`src/rtl/xor_acc_pkg.sv`:
```
// Shared types and helpers for the XOR frame accumulator.
package xor_acc_pkg;

  // Frame state: no frame open, frame open, result presented.
  typedef enum logic [1:0] {
    IDLE  = 2'd0,
    ACCUM = 2'd1,
    HOLD  = 2'd2
  } state_e;

  // Count width able to represent 0..max_words inclusive.
  function automatic int calc_cw(input int max_words);
    return $clog2(max_words + 1);
  endfunction

endpackage

```
`src/rtl/xor_frame_accumulator.sv`:
```
// XOR-folds a frame of words received over valid/ready and presents the
// folded result with parity, saturating beat count and overflow flag.
module xor_frame_accumulator
  import xor_acc_pkg::*;
#(
  parameter int WIDTH     = 8,
  parameter int MAX_WORDS = 16,
  parameter bit INVERT    = 1'b0,
  localparam int CW       = calc_cw(MAX_WORDS)
) (
  input  logic             clk,
  input  logic             rst_n,
  input  logic             s_valid,
  output logic             s_ready,
  input  logic [WIDTH-1:0] s_data,
  input  logic             s_last,
  output logic             m_valid,
  input  logic             m_ready,
  output logic [WIDTH-1:0] m_xor,
  output logic             m_parity,
  output logic [CW-1:0]    m_count,
  output logic             m_overflow
);

  localparam logic [CW-1:0] MAX_CNT = CW'(MAX_WORDS);
  localparam logic [CW-1:0] ONE_CNT = CW'(1);

  state_e           state_q, state_d;
  logic [WIDTH-1:0] acc_q, acc_d;
  logic [CW-1:0]    cnt_q, cnt_d;
  logic             ovf_q, ovf_d;

  // Next-state and datapath update; registers hold unless a beat or handshake occurs.
  always_comb begin
    state_d = state_q;
    acc_d   = acc_q;
    cnt_d   = cnt_q;
    ovf_d   = ovf_q;
    case (state_q)
      IDLE: begin
        if (s_valid) begin
          acc_d   = s_data;
          cnt_d   = ONE_CNT;
          ovf_d   = 1'b0;
          state_d = s_last ? HOLD : ACCUM;
        end
      end
      ACCUM: begin
        if (s_valid) begin
          // Words past the limit still fold into the result; only the count saturates.
          acc_d = acc_q ^ s_data;
          if (cnt_q == MAX_CNT) begin
            ovf_d = 1'b1;
          end else begin
            cnt_d = cnt_q + ONE_CNT;
          end
          state_d = s_last ? HOLD : ACCUM;
        end
      end
      HOLD: begin
        // Result registers are left untouched; the next first beat overwrites them.
        if (m_ready) begin
          state_d = IDLE;
        end
      end
      default: begin
        state_d = IDLE;
      end
    endcase
  end

  // State and datapath registers with asynchronous clear.
  always_ff @(posedge clk or negedge rst_n) begin
    if (!rst_n) begin
      state_q <= IDLE;
      acc_q   <= '0;
      cnt_q   <= '0;
      ovf_q   <= 1'b0;
    end else begin
      state_q <= state_d;
      acc_q   <= acc_d;
      cnt_q   <= cnt_d;
      ovf_q   <= ovf_d;
    end
  end

  // Handshake outputs decode the state register only, so no input reaches them combinationally.
  assign s_ready    = (state_q != HOLD);
  assign m_valid    = (state_q == HOLD);
  assign m_xor      = acc_q ^ {WIDTH{INVERT}};
  assign m_parity   = ^m_xor;
  assign m_count    = cnt_q;
  assign m_overflow = ovf_q;

endmodule

```
`config.mk`:
```
export PLATFORM = sky130hd
export DESIGN_NAME = xor_frame_accumulator
export DESIGN_NICKNAME = d
export VERILOG_FILES = /design/src/rtl/xor_acc_pkg.sv /design/src/rtl/xor_frame_accumulator.sv
export SDC_FILE = /design/constraint.sdc
export NUM_CORES = 1
export LEC_CHECK = 0
export CAP_MARGIN = 20
export CORE_ASPECT_RATIO = 0.6
export CORE_MARGIN = 2
export CORE_UTILIZATION = 31
export DETAILED_ROUTE_END_ITERATION = 7
export HOLD_SLACK_MARGIN = 0.1
export PLACE_DENSITY = 0.64
export SLEW_MARGIN = 10
export SYNTH_ARGS = -nofsm -noshare
export SYNTH_HDL_FRONTEND = slang
export SYNTH_SLANG_ARGS = --single-unit
```
`constraint.sdc`:
```
create_clock -name clk -period 2.3 [get_ports clk]
set_clock_uncertainty 0.15 [all_clocks]
set_input_delay 0.46 -clock clk [delete_from_list [all_inputs] [get_ports clk]]
set_output_delay 0.46 -clock clk [all_outputs]
set_load 0.01 [all_outputs]
```
==> results.json <==
{
  "outcome": "complete, no violations",
  "n_antenna_cell": 0,
  "final_cells": 167,
  "synth_area_sq_um": 950,
  "rsz0062_at_grt": "false",
  "gr-total-overflow": 0,
  "min_period_over_period": 0.909,
  "crit_cells": 4,
  "yosysUniqueCellTypes": 30,
  "via_per_inst": 4.90,
  "slowest_stage": "dfrtp_1",
  "final_common_cell": "clkdlybuf4s50_1",
  "dpl_cell_area_sq_mm": 0.00127,
  "yosysWarnings": 0,
  "ys_seq_area_frac": 0.422,
  "slowest_delay_ns": 0.42,
  "r2r_start": "m_count[0]",
  "grt_pass1_wl_mm": 3.33,
  "grt_pass1_vias": 749,
  "crit_path_end_kind": "output port",
  "power_density_mw_per_mm2": 895,
  "start_util": 0.329,
  "syn_to_final_growth_pct": 40.7,
  "vias": 818,
  "path_max_fanout": 5,
  "gp_congestion": 0.741,
  "power_leakage_nw": 0.536,
  "cp_top_family": "XOR/XNOR gates",
  "worst_pin_slew_ns": 0.366,
  "worstPathArrival_ns": 1.48,
  "grt_max_degree": 23,
  "hp-class": "input pin to asynchronous set/reset pin",
  "vdd_drop_max_v": 0.000336,
  "cts_buffers": 3,
  "clock_tree.root_cell": "clkbuf_8",
  "core_sq_mm": 0.00289,
  "firstDrtPassIters": 4,
  "cts_max_path_buffers": 2,
  "antenna_found_initial": 0,
  "fmax_ghz": 0.478,
  "die-area_sq_mm": 0.00354,
  "cts_tree": "yes",
  "cts_sinks": 16,
  "syn_avg_cell_area_sq_um": 10.3,
  "r2r-end": "m_count[0]",
  "drive_gt1_frac": 0.144,
  "crit_buf_inv": 1,
  "slew_violations": 0,
  "drc_errors": 0,
  "grt.total_usage": 0.131,
  "htreeDepth": 1,
  "die_h_microns": 46.9,
  "cap_violations": 0,
  "final_cell_mix": "clkdlybuf4s50_1, dfrtp_1, o21ai_0, a21oi_1, nand3_1",
  "fin_crit_ns": 2.09,
  "netlist_instances": 92,
  "startpoint": "m_xor[5]",
  "rows": 15,
  "path_class": "flip-flop to output port",
  "fin_hold_ws_ns": 0.376,
  "dp.cells": 163,
  "ant_nets": 0,
  "cp_cell_sequence": "xor2_1 -> xnor2_1 -> xnor2_1 -> dlygate4sd2_1",
  "cpMostUsedCell": "xnor2_1",
  "num-nets-final": 141,
  "hpwl_mm": 1.61,
  "drtIter0Drc": 21,
  "slew_headroom": 0.756,
  "die_w_microns": 75.5,
  "required_ns": 1.69,
  "syn_nets": 107,
  "finalHoldViolCount": 0,
  "worstSkewPairLatency_ns": 0.25,
  "portBuffers": 29,
  "worst_r2r_path_depth": 4,
  "ys_seq_elements": 16,
  "hold_buffers": 0,
  "setup_violations": 0,
  "setup_tns_ns": 0,
  "wire_per_inst_microns": 12.6,
  "place_ws_ns": 0.200,
  "setup_ws_ns": 0.209,
  "startpoint_type": "flip-flop",
  "io_pins": 30,
  "clk_pin_slew_ns": 0.07,
  "wirelength_mm": 2.10,
  "r2r_slack_ns": 0.86,
  "finalInstanceArea_sq_mm": 0.00134
}
==> layout make-up <==
class                      count  area [sq um]
timing repair buffer          33           319
tap                           42          52.6
clock buffer                   4          55.1
inverter                       4          15.0
multi-input combinational     68           494
sequential                    16           400
fill                         292          1550
==> cells by family after synthesis <==
| kind of cell | after synthesis | synth area share |
|---|---|---|
| AO/OA/AOI/OAI | 33 | 0.238 |
| XOR/XNOR | 7 | 0.0646 |
| adder cells (fa/ha/maj) | 2 | 0.0263 |
| buffers and inverters | 8 | 0.0659 |
| flip-flops | 16 | 0.422 |
| multiplexers | 3 | 0.0316 |
| AND/OR/NAND/NOR | 23 | 0.152 |
==> synthesized netlist by cell type <==
| cell | number | area (sq um) |
|---|---|---|
| dfrtp_1 | 16 | 400 |
| a21oi_1 | 10 | 50.1 |
| o21ai_0 | 10 | 50.1 |
| nand3_1 | 8 | 40.0 |
| xnor2_1 | 6 | 52.6 |
| a21oi_2 | 4 | 35.0 |
| inv_1 | 4 | 15.0 |
| mux2i_1 | 3 | 30.0 |
| nor2_1 | 3 | 11.3 |
| nor3b_1 | 3 | 22.5 |
| a22o_1 | 2 | 17.5 |
| buf_6 | 2 | 22.5 |
| ha_1 | 2 | 25.0 |
| nand2b_1 | 2 | 12.5 |
| nand4_1 | 2 | 12.5 |
| a211oi_1 | 1 | 7.51 |
| a41oi_4 | 1 | 27.5 |
| and3_1 | 1 | 6.26 |
| buf_12 | 1 | 20.0 |
| buf_2 | 1 | 5.00 |
| nand2_1 | 1 | 3.75 |
| nand2b_4 | 1 | 13.8 |
| nand3b_1 | 1 | 7.51 |
| nor2b_4 | 1 | 13.8 |
| o21a_1 | 1 | 7.51 |
| o21ai_1 | 1 | 5.00 |
| o21ai_2 | 1 | 8.76 |
| o221a_2 | 1 | 11.3 |
| o22ai_1 | 1 | 6.26 |
| xor2_1 | 1 | 8.76 |
==> worst max-delay path by stage <==
stage                     slack [ns]        to
after floorplan                 0.68  m_parity
after global placement          0.23  m_parity
after detailed placement        0.20  m_parity
after CTS                       0.19   m_valid
after global routing            0.09  m_parity
final                           0.21  m_parity
==> routing by layer <==
layer / GRT usage / vias to the layer above / share of wire / routed length, microns
met5: 0 / - / 0 / 0
met4: 0.0316 / 0 / 0.0038 / 8
met3: 0.0515 / 2 / 0.060 / 126
met2: 0.195 / 18 / 0.47 / 979
met1: 0.182 / 397 / 0.47 / 982
li1: - / 401 / - / -
==> where the power goes <==
part	switching, mW	internal (mW)	leakage [nW]
combinational	0.237	0.295	0.311
sequential	0.0736	0.338	0.197
clock	0.0999	0.152	0.0288
total	0.411	0.786	0.536
==> flip-flops by register name (all words and copies together), names as in the netlist <==
signal and cells:
m_count 5, m_overflow 1, m_xor 8, state_q 2
==> what timing repair did <==
| item | 4_1_cts | 5_1_grt |
|---|---|---|
| setup buffers | 0 | 0 |
| resized for setup | 2 | 0 |
| setup endpoints to repair | 1 | 0 |
==> per-stage QoR <==
stage / power [mW] / util
final: 1.20 / 0.462
after global routing: 1.28 / 0.462
after CTS: 1.21 / 0.462
after detailed placement: 0.973 / 0.441
after global placement: 0.959 / 0.441
after floorplan: 0.716 / -
No activity file was read; power rests on OpenSTA's default activity.
